==> src/rtl/fmap_tx_pkg.sv <==
// rtl/fmap_tx_pkg.sv - shared FSM type and frame constants for the feature-map transmit scheduler
package fmap_tx_pkg;

    // Frame sequencing states; encodings beyond ST_GAP are unused and recover to idle
    typedef enum logic [3:0] {
        ST_IDLE,
        ST_ARB,
        ST_SEND_HDR0,
        ST_SEND_HDR1,
        ST_SEND_ID,
        ST_RD_ADDR,
        ST_RD_CAP,
        ST_SEND_DATA,
        ST_SEND_CSUM,
        ST_GAP
    } fmap_state_t;

    localparam logic [7:0] DEF_HDR0       = 8'hA5;
    localparam logic [7:0] DEF_HDR1       = 8'h5A;

    // Two sync bytes, channel id and checksum wrap every map
    localparam int         FRAME_OVERHEAD = 4;
    localparam int         DEF_FRAME_LEN  = 6 * 6 + FRAME_OVERHEAD;

    function automatic int frame_len(input int rows, input int cols);
        return rows * cols + FRAME_OVERHEAD;
    endfunction

endpackage

==> src/rtl/fmap_tx_scheduler_rr_arbiter.sv <==
// rtl/fmap_tx_scheduler_rr_arbiter.sv - round-robin channel picker with a registered last-grant pointer
module rr_arbiter #(
    parameter int N  = 2,
    parameter int IW = $clog2(N)
) (
    input  logic          clk,
    input  logic          reset,
    input  logic [N-1:0]  req,
    input  logic          update,
    output logic [N-1:0]  gnt,
    output logic [IW-1:0] gnt_idx,
    output logic          any
);

    logic [IW-1:0] last;
    logic [IW-1:0] cand;

    // Remember the most recent winner so the search starts just past it; reset favours channel 0
    always_ff @(posedge clk) begin
        if (reset) begin
            last <= IW'(N - 1);
        end else if (update && any) begin
            last <= gnt_idx;
        end
    end

    // Scan last+1 .. last+N (mod N) and take the first requester found
    always_comb begin
        gnt     = '0;
        gnt_idx = '0;
        any     = 1'b0;
        cand    = '0;
        for (int k = 1; k <= N; k++) begin
            cand = IW'((int'(last) + k) % N);
            if (!any && req[cand]) begin
                any     = 1'b1;
                gnt_idx = cand;
            end
        end
        if (any) begin
            gnt[gnt_idx] = 1'b1;
        end
    end

endmodule

==> src/rtl/fmap_tx_scheduler.sv <==
// rtl/fmap_tx_scheduler.sv - shares one UART byte transmitter between feature-map sources, one framed map at a time
module fmap_tx_scheduler
    import fmap_tx_pkg::*;
#(
    parameter int         ROWS       = 6,
    parameter int         COLS       = 6,
    parameter int         NCH        = 2,
    parameter int         GAP_CYCLES = 50000,
    parameter logic [7:0] HDR0       = DEF_HDR0,
    parameter logic [7:0] HDR1       = DEF_HDR1
) (
    input  logic                      clk,
    input  logic                      reset,
    input  logic [NCH-1:0]            req,
    output logic [NCH-1:0]            grant,
    output logic [$clog2(ROWS)-1:0]   rd_row,
    output logic [$clog2(COLS)-1:0]   rd_col,
    input  logic [NCH*8-1:0]          rd_data,
    output logic [7:0]                tx_byte,
    output logic                      tx_start,
    input  logic                      tx_busy,
    output logic [NCH-1:0]            frame_done,
    output logic                      busy
);

    localparam int RW = $clog2(ROWS);
    localparam int CW = $clog2(COLS);
    localparam int IW = $clog2(NCH);
    localparam int GW = $clog2(GAP_CYCLES + 1);

    fmap_state_t   state;
    fmap_state_t   state_nx;

    logic [IW-1:0] owner;
    logic [7:0]    csum;
    logic [7:0]    data_q;
    logic          csum_sent;
    logic [GW-1:0] gap_cnt;

    logic [NCH-1:0] arb_gnt;
    logic [IW-1:0]  arb_idx;
    logic           arb_any;

    logic          tx_ready;
    logic          last_elem;
    logic          gap_done;
    logic [7:0]    id_byte;
    logic          launch;
    logic [7:0]    launch_byte;
    logic          finish;

    rr_arbiter #(
        .N  (NCH),
        .IW (IW)
    ) u_arb (
        .clk     (clk),
        .reset   (reset),
        .req     (req),
        .update  (state == ST_ARB),
        .gnt     (arb_gnt),
        .gnt_idx (arb_idx),
        .any     (arb_any)
    );

    // The cycle carrying tx_start never counts as ready: the UART only raises busy one cycle later
    assign tx_ready  = !tx_busy && !tx_start;
    assign last_elem = (rd_row == RW'(ROWS - 1)) && (rd_col == CW'(COLS - 1));
    assign gap_done  = (gap_cnt == GW'(GAP_CYCLES - 1));
    assign id_byte   = 8'(owner);
    assign busy      = (state != ST_IDLE);

    // State register
    always_ff @(posedge clk) begin
        if (reset) begin
            state <= ST_IDLE;
        end else begin
            state <= state_nx;
        end
    end

    // Frame sequencing: header, id, read/capture/send per byte, checksum, then the inter-frame gap
    always_comb begin
        state_nx = state;
        case (state)
            ST_IDLE:      if (|req) state_nx = ST_ARB;
            ST_ARB:       state_nx = arb_any ? ST_SEND_HDR0 : ST_IDLE;
            ST_SEND_HDR0: if (tx_ready) state_nx = ST_SEND_HDR1;
            ST_SEND_HDR1: if (tx_ready) state_nx = ST_SEND_ID;
            ST_SEND_ID:   if (tx_ready) state_nx = ST_RD_ADDR;
            ST_RD_ADDR:   state_nx = ST_RD_CAP;
            ST_RD_CAP:    state_nx = ST_SEND_DATA;
            ST_SEND_DATA: if (tx_ready) state_nx = last_elem ? ST_SEND_CSUM : ST_RD_ADDR;
            ST_SEND_CSUM: if (csum_sent && tx_ready) state_nx = ST_GAP;
            ST_GAP:       if (gap_done) state_nx = (|req) ? ST_ARB : ST_IDLE;
            default:      state_nx = ST_IDLE;
        endcase
    end

    // Per-state launch decision and byte selection; the checksum state also detects end of frame
    always_comb begin
        launch      = 1'b0;
        launch_byte = 8'h00;
        finish      = 1'b0;
        case (state)
            ST_SEND_HDR0: begin
                launch      = tx_ready;
                launch_byte = HDR0;
            end
            ST_SEND_HDR1: begin
                launch      = tx_ready;
                launch_byte = HDR1;
            end
            ST_SEND_ID: begin
                launch      = tx_ready;
                launch_byte = id_byte;
            end
            ST_SEND_DATA: begin
                launch      = tx_ready;
                launch_byte = data_q;
            end
            ST_SEND_CSUM: begin
                launch      = tx_ready && !csum_sent;
                launch_byte = csum;
                finish      = tx_ready && csum_sent;
            end
            default: ;
        endcase
    end

    // Datapath: grant/owner capture, address walk, checksum, tx byte hold, done pulse and gap count
    always_ff @(posedge clk) begin
        if (reset) begin
            grant      <= '0;
            owner      <= '0;
            rd_row     <= '0;
            rd_col     <= '0;
            tx_byte    <= 8'h00;
            tx_start   <= 1'b0;
            frame_done <= '0;
            csum       <= 8'h00;
            data_q     <= 8'h00;
            csum_sent  <= 1'b0;
            gap_cnt    <= '0;
        end else begin
            tx_start   <= launch;
            frame_done <= '0;
            if (launch) begin
                tx_byte <= launch_byte;
            end
            case (state)
                ST_ARB: begin
                    if (arb_any) begin
                        grant     <= arb_gnt;
                        owner     <= arb_idx;
                        csum      <= 8'h00;
                        rd_row    <= '0;
                        rd_col    <= '0;
                        csum_sent <= 1'b0;
                    end
                end
                ST_SEND_ID: begin
                    if (launch) begin
                        csum <= csum + id_byte;
                    end
                end
                ST_RD_CAP: begin
                    data_q <= rd_data[{owner, 3'b000} +: 8];
                end
                ST_SEND_DATA: begin
                    if (launch) begin
                        csum <= csum + data_q;
                        if (last_elem) begin
                            rd_row <= '0;
                            rd_col <= '0;
                        end else if (rd_col == CW'(COLS - 1)) begin
                            rd_col <= '0;
                            rd_row <= rd_row + 1'b1;
                        end else begin
                            rd_col <= rd_col + 1'b1;
                        end
                    end
                end
                ST_SEND_CSUM: begin
                    if (launch) begin
                        csum_sent <= 1'b1;
                    end else if (finish) begin
                        frame_done <= grant;
                        grant      <= '0;
                        csum_sent  <= 1'b0;
                    end
                end
                ST_GAP: begin
                    gap_cnt <= gap_done ? '0 : gap_cnt + 1'b1;
                end
                default: ;
            endcase
        end
    end

endmodule
==> config.mk <==
export PLATFORM = sky130hd
export DESIGN_NAME = fmap_tx_scheduler
export DESIGN_NICKNAME = d
export VERILOG_FILES = /design/src/rtl/fmap_tx_pkg.sv /design/src/rtl/fmap_tx_scheduler_rr_arbiter.sv /design/src/rtl/fmap_tx_scheduler.sv
export SDC_FILE = /design/constraint.sdc
export NUM_CORES = 1
export LEC_CHECK = 0
export BUFFER_PORTS_ARGS = -buffer_cell sky130_fd_sc_hd__buf_2
export CAP_MARGIN = 20
export CORE_MARGIN = 2
export CORE_UTILIZATION = 55
export CTS_BUF_LIST = sky130_fd_sc_hd__clkbuf_4 sky130_fd_sc_hd__clkbuf_8
export DETAILED_ROUTE_END_ITERATION = 10
export GPL_ROUTABILITY_DRIVEN = 1
export PLACE_DENSITY = 0.8
export SLEW_MARGIN = 20
export SYNTH_ARGS = -nofsm -noshare
export SYNTH_HDL_FRONTEND = slang
export SYNTH_SLANG_ARGS = --single-unit
==> constraint.sdc <==
create_clock -name clk -period 7.9 [get_ports clk]
set_input_delay 1.185 -clock clk [delete_from_list [all_inputs] [get_ports clk]]
set_output_delay 1.185 -clock clk [all_outputs]
set_load 0.1 [all_outputs]
==> results.json, run 1 <==
{
  "clk_latency_ns": 0.34,
  "hp-start": "tx_byte[0]$_SDFFE_PP0P_",
  "critPathMaxStageDelay_ns": 0.72,
  "cp_common_cell": "nand2_1",
  "finalWirelength_mm": 7.10,
  "ys.flop_type": "dfxtp_1",
  "path_cells": "nor2b_1 -> nand2_1 -> nand2_1 -> nand2_1 -> ha_1 -> fa_1 -> a211oi_1 -> nor2_1 -> o21a_1 -> or3_1 -> nand3_1",
  "rows": 27,
  "ant_nets": 0,
  "ctsHtreeMaxLevel": 3,
  "dp_cells": 472,
  "syn_area_per_cell_um2": 8.42,
  "area_growth_syn_to_layout_pct": 11.8,
  "period_needed_ns": 3.21,
  "drtIter0Drc": 212,
  "setup_slack_ns": 4.69,
  "place_ws_ns": 4.82,
  "dieWidth_um": 80.6,
  "cts-root-buf": "clkbuf_8",
  "diodes": 0,
  "p_leak_uw": 0.00140,
  "numClockSinks": 58,
  "grt_pass1_wl_mm": 12.3,
  "path_max_fanout": 19,
  "worstPathArrival_ns": 3.49,
  "synth.top_cells.by_count": "dfxtp_1, nor2_1, a21oi_1, nand2_1, o21ai_0",
  "cts_buffer_depth": 2,
  "rr_startpoint": "state[2]$_SDFFE_PP0P_",
  "fin_nets": 443,
  "vias": 2864,
  "die-area_um2": 6490,
  "synth_seq_cells": 58,
  "syn-num-nets": 415,
  "synthMuxAreaShare_pct": 2.83,
  "critPathLaunchType": "flop",
  "path_class": "reg2reg",
  "crit_required_ns": 8.18,
  "core_um2": 5570,
  "fin_tns_setup_ns": 0,
  "synth_top_area_cell": "dfxtp_1",
  "cts_tree": "yes",
  "ir_drop_mv": 0.159,
  "drv_slew": 0,
  "drt-wirelength-per-cell_um": 14.5,
  "start_util_pct": 57.8,
  "synth_top_family_by_area": "simple AND/OR/NAND/NOR gates",
  "drive_gt1_share_pct": 15.9,
  "crit_start": "state[2]$_SDFFE_PP0P_",
  "synthArstFlopShare_pct": 0,
  "placed_area_um2": 3410,
  "hold_buffers": 0,
  "min_path_type": "reg2reg",
  "routed_via_density": 5.87,
  "synth.top_cell.area_share_pct": 36.0,
  "syn_area_um2": 3220,
  "cts_resized": 0,
  "first_pass_iters": 4,
  "relSlewSlack_pct": 40.5,
  "finalHoldViolCount": 0,
  "cts_setup_buffers": 0,
  "grt_max_degree": 51,
  "synth_adder_area_share_pct": 4.50,
  "synthDistinctLibCells": 58,
  "antenna_found_initial": 0,
  "grt_overflow": 0,
  "yosys_warnings": 0,
  "worstMarginPinSlew_ns": 0.893,
  "setup_viol": 0,
  "synth_simple_gate_area_share_pct": 26.6,
  "final_cell_count_no_fill": 488,
  "reg2reg_slack_ns": 4.69,
  "groute.usage.overall_pct": 24.3,
  "synthXorXnorAreaFrac_pct": 3.80,
  "fmaxAchievable_mhz": 311,
  "num_io_pins": 41,
  "fin_hold_ws_ns": 0.459,
  "drcViolationCount": 0,
  "gp_congestion": 0.882,
  "yosys-top-cells-area": "dfxtp_1, nor2_1, a21oi_1",
  "powerDensity_nw_per_um2": 196,
  "grt_pass1_vias": 2689,
  "end_kind": "flop",
  "status": "completed",
  "portBuffers": 40,
  "syn_inst": 383,
  "nFillCells": 490,
  "cts.reportedPaths.clkPinSlew_ns": 0.06,
  "clock_skew_ns": 0.0100,
  "cts_buffers": 9,
  "synth-seq-area-share_pct": 36.0,
  "drv_cap": 0,
  "fin_crit_sh_pct": 40.7,
  "die_h_um": 80.6,
  "final_cell_area_um2": 3600,
  "rsz0062_at_grt": "false",
  "synth_most_common_cell": "dfxtp_1",
  "critPathSlowestCell": "dfxtp_1",
  "synth-edff-count": 0,
  "dp.final_hpwl_mm": 5.01,
  "synth_compound_area_share_pct": 22.3
}
[worst max-delay path, delay by kind of cell, from the launching register on]
family / cells / cell delay (ns)
AOI/OAI and AO/OA: 2 / 0.43
adders and majority gates: 2 / 0.66
and+or+nand+nor: 7 / 1.34
DFF: 1 / 0.72
[state kept, by name, summed over array words and instances, names as in the netlist]
name	count
u_arb.last	1
gap_cnt	16
csum	8
tx_byte	8
data_q	8
frame_done	2
rd_col	3
owner	1
state	4
tx_start	1
grant	2
csum_sent	1
rd_row	3
[power breakdown]
| part | switching (uW) | internal [uW] | leakage, uW |
|---|---|---|---|
| registers | 16.4 | 300 | 0.000468 |
| clock network | 115 | 146 | 0.000103 |
| logic | 90.2 | 37.8 | 0.000832 |
[path summary, 6_finish.rpt]
kind	end	cells after the start
min reg2reg	tx_byte[0]$_SDFFE_PP0P_	1
min	tx_byte[0]$_SDFFE_PP0P_	1
max	csum[6]$_SDFFE_PP0P_	11
max reg2reg	csum[6]$_SDFFE_PP0P_	11
[kinds of logic after synthesis]
logic type / Yosys count
DFF: 58
buffers and inverters: 30
AOI/OAI and AO/OA: 105
adders and majority gates: 11
muxes: 9
xor gates and xnor gates: 14
and+or+nand+nor: 156
[per-layer routing]
metal / vias up / GRT usage (%) / wire length, um
met3: 7 / 6.63 / 302
met4: 0 / 9.15 / 89
met2: 71 / 38.8 / 3320
met1: 1329 / 31.3 / 3390
li1: 1457 / - / -
met5: - / 0 / 0
[area by class of cell]
class                           instances  area (um2)  area share (%)
Clock buffer                           14         180            5.00
Inverter                                7        26.3           0.729
Tap cell                               72        90.1            2.50
Timing Repair Buffer                   40         200            5.56
Sequential cell                        58        1160            32.2
Multi-Input combinational cell        295        1940            53.7
Clock inverter                          2        10.0           0.278
[per-stage QoR]
step	util, %	total power (uW)
2_1_floorplan	-	424
3_3_place_gp	61.2	447
3_5_place_dp	61.2	449
5_1_grt	64.6	738
4_1_cts	64.6	710
6_report	64.6	705
[cell usage in the layout (no fill, tap or decap), types with 11 or more instances in the layout]
cell type and instances:
nor2_1 46, a211oi_1 12, a21oi_1 28, nor3_1 11
clkbuf_8 12, xor2_1 12, nand2_1 23, buf_2 40
o21ai_0 20, dfxtp_1 58
Power figures use the tool's default switching activity.
==> run 2, diff against run 1 <==
==> constraint.sdc (replaced) <==
create_clock -name clk -period 3.2 [get_ports clk]
set_input_delay 0.48 -clock clk [delete_from_list [all_inputs] [get_ports clk]]
set_output_delay 0.48 -clock clk [all_outputs]
set_load 0.1 [all_outputs]
==> results.json, run 2 (synthesis gave the netlist of run 1 again) <==
{
  "hp-start": "tx_byte[1]$_SDFFE_PP0P_",
  "grt_pass1_vias": 2649,
  "groute.usage.overall_pct": 24.8,
  "ant_nets": 0,
  "routed_via_density": 5.92,
  "area_growth_syn_to_layout_pct": 13.4,
  "ir_drop_mv": 0.334,
  "cts_resized": 0,
  "path_max_fanout": 16,
  "num_io_pins": 41,
  "finalWirelength_mm": 7.29,
  "cts_buffers": 9,
  "cts_buffer_depth": 2,
  "drtIter0Drc": 180,
  "regArea_um2": 1160,
  "die_h_um": 80.6,
  "drv_cap": 0,
  "ctsHtreeMaxLevel": 3,
  "vias": 2930,
  "core_um2": 5570,
  "setup_viol": 0,
  "whs_path_depth": 1,
  "first_pass_iters": 5,
  "clock_skew_ns": 0.00433,
  "cts-root-buf": "clkbuf_8",
  "layout_common_cells": "dfxtp_1, nor2_1, buf_2",
  "r2r_end": "csum[6]$_SDFFE_PP0P_",
  "nFillCells": 481,
  "start_util_pct": 57.8,
  "hold_end": "tx_byte[1]$_SDFFE_PP0P_",
  "die-area_um2": 6490,
  "path_class": "reg2reg",
  "final_common_cell": "dfxtp_1",
  "powerDensity_nw_per_um2": 479,
  "grt_max_degree": 25,
  "rr_startpoint": "state[0]$_SDFFE_PP0P_",
  "drv_slew": 0,
  "antenna_found_initial": 0,
  "worstMarginPinSlew_ns": 0.883,
  "dieWidth_um": 80.6,
  "gp_congestion": 0.904,
  "largest_register_ffs": 16,
  "diodes": 0,
  "grt_overflow": 0,
  "worstPathArrival_ns": 3.10,
  "critPathLaunchType": "flop",
  "numClockSinks": 58,
  "postLayoutCoreUtil_pct": 65.6,
  "period_needed_ns": 2.82,
  "drt-wirelength-per-cell_um": 14.7,
  "multi_input_area_um2": 1940,
  "drcViolationCount": 0,
  "status": "completed",
  "fin_nets": 450,
  "rows": 27,
  "reg2reg_slack_ns": 0.38,
  "cts_tree": "yes",
  "relSlewSlack_pct": 40.8,
  "dp.final_hpwl_mm": 5.31,
  "portBuffers": 40,
  "rr_worst_depth": 11,
  "cts_setup_buffers": 0,
  "clk_latency_ns": 0.34,
  "finalHoldViolCount": 0,
  "fin_tns_setup_ns": 0,
  "rsz0062_at_grt": "false",
  "grt_pass1_wl_mm": 12.5,
  "end_kind": "flop",
  "cts.reportedPaths.clkPinSlew_ns": 0.06,
  "min_path_type": "reg2reg",
  "drive_gt1_share_pct": 17.3,
  "hold_buffers": 0,
  "fin_crit_sh_pct": 88.2,
  "crit_required_ns": 3.48,
  "fmaxAchievable_mhz": 354,
  "largest_register": "gap_cnt",
  "p_leak_uw": 0.00144
}
## run 2: per-layer routing
layer / wire, um / share of wire (%) / GRT usage [%]
met5: 0 / 0 / 0
met4: 81 / 1.1 / 6.61
met3: 425 / 5.8 / 7.30
met2: 3400 / 47 / 39.9
met1: 3390 / 46 / 32.2
## run 2: through the flow
stage | instance area (um2) | worst slack (ns) | hold slack [ns] | cells | total power, uW
finish | 3660 | 0.378 | 0.462 | 495 | 1750
global route | 3660 | 0.157 | 0.474 | 495 | 1830
CTS | 3660 | 0.406 | 0.463 | 495 | 1760
detailed placement | 3470 | 0.430 | 0.441 | 479 | 1120
global placement | 3470 | 0.492 | 0.445 | 479 | 1110
floorplan | 3220 | 0.625 | 0.436 | 383 | 1050
## run 2: worst max-delay path by stage
stage / from / to / slack, ns / depth (start not counted)
detailed placement: state[0]$_SDFFE_PP0P_ / csum[7]$_SDFFE_PP0P_ / 0.43 / 8
finish: state[0]$_SDFFE_PP0P_ / csum[6]$_SDFFE_PP0P_ / 0.38 / 11
floorplan: state[2]$_SDFFE_PP0P_ / csum[6]$_SDFFE_PP0P_ / 0.63 / 12
global route: state[0]$_SDFFE_PP0P_ / csum[7]$_SDFFE_PP0P_ / 0.16 / 8
global placement: state[0]$_SDFFE_PP0P_ / csum[7]$_SDFFE_PP0P_ / 0.49 / 8
CTS: state[0]$_SDFFE_PP0P_ / csum[6]$_SDFFE_PP0P_ / 0.41 / 11
## run 2: final cells by class
type | instances | share of cell area, %
inverters | 7 | 0.719
multi-input cells | 295 | 52.9
clock buffers | 14 | 4.93
flip-flops and latches | 58 | 31.8
repair buffers | 47 | 6.91
well taps | 72 | 2.46
clock inverters | 2 | 0.274
## run 2: power breakdown
| group | total, uW | internal [uW] | switching [uW] |
|---|---|---|---|
| Combinational | 333 | 98.9 | 234 |
| Sequential | 773 | 741 | 31.7 |
| Clock | 644 | 359 | 285 |
| Total | 1750 | 1200 | 551 |
## run 2: worst max-delay path, stage by stage (launching register included)
cell and delay [ns]:
dfxtp_1 0.62, and2_1 0.33, nand2_1 0.11, nand2_1 0.08, nand2_1 0.05, ha_1 0.22, fa_1 0.43, a211oi_1 0.22
nor2_1 0.09, o21a_1 0.18, or3_1 0.34, nand3_1 0.09
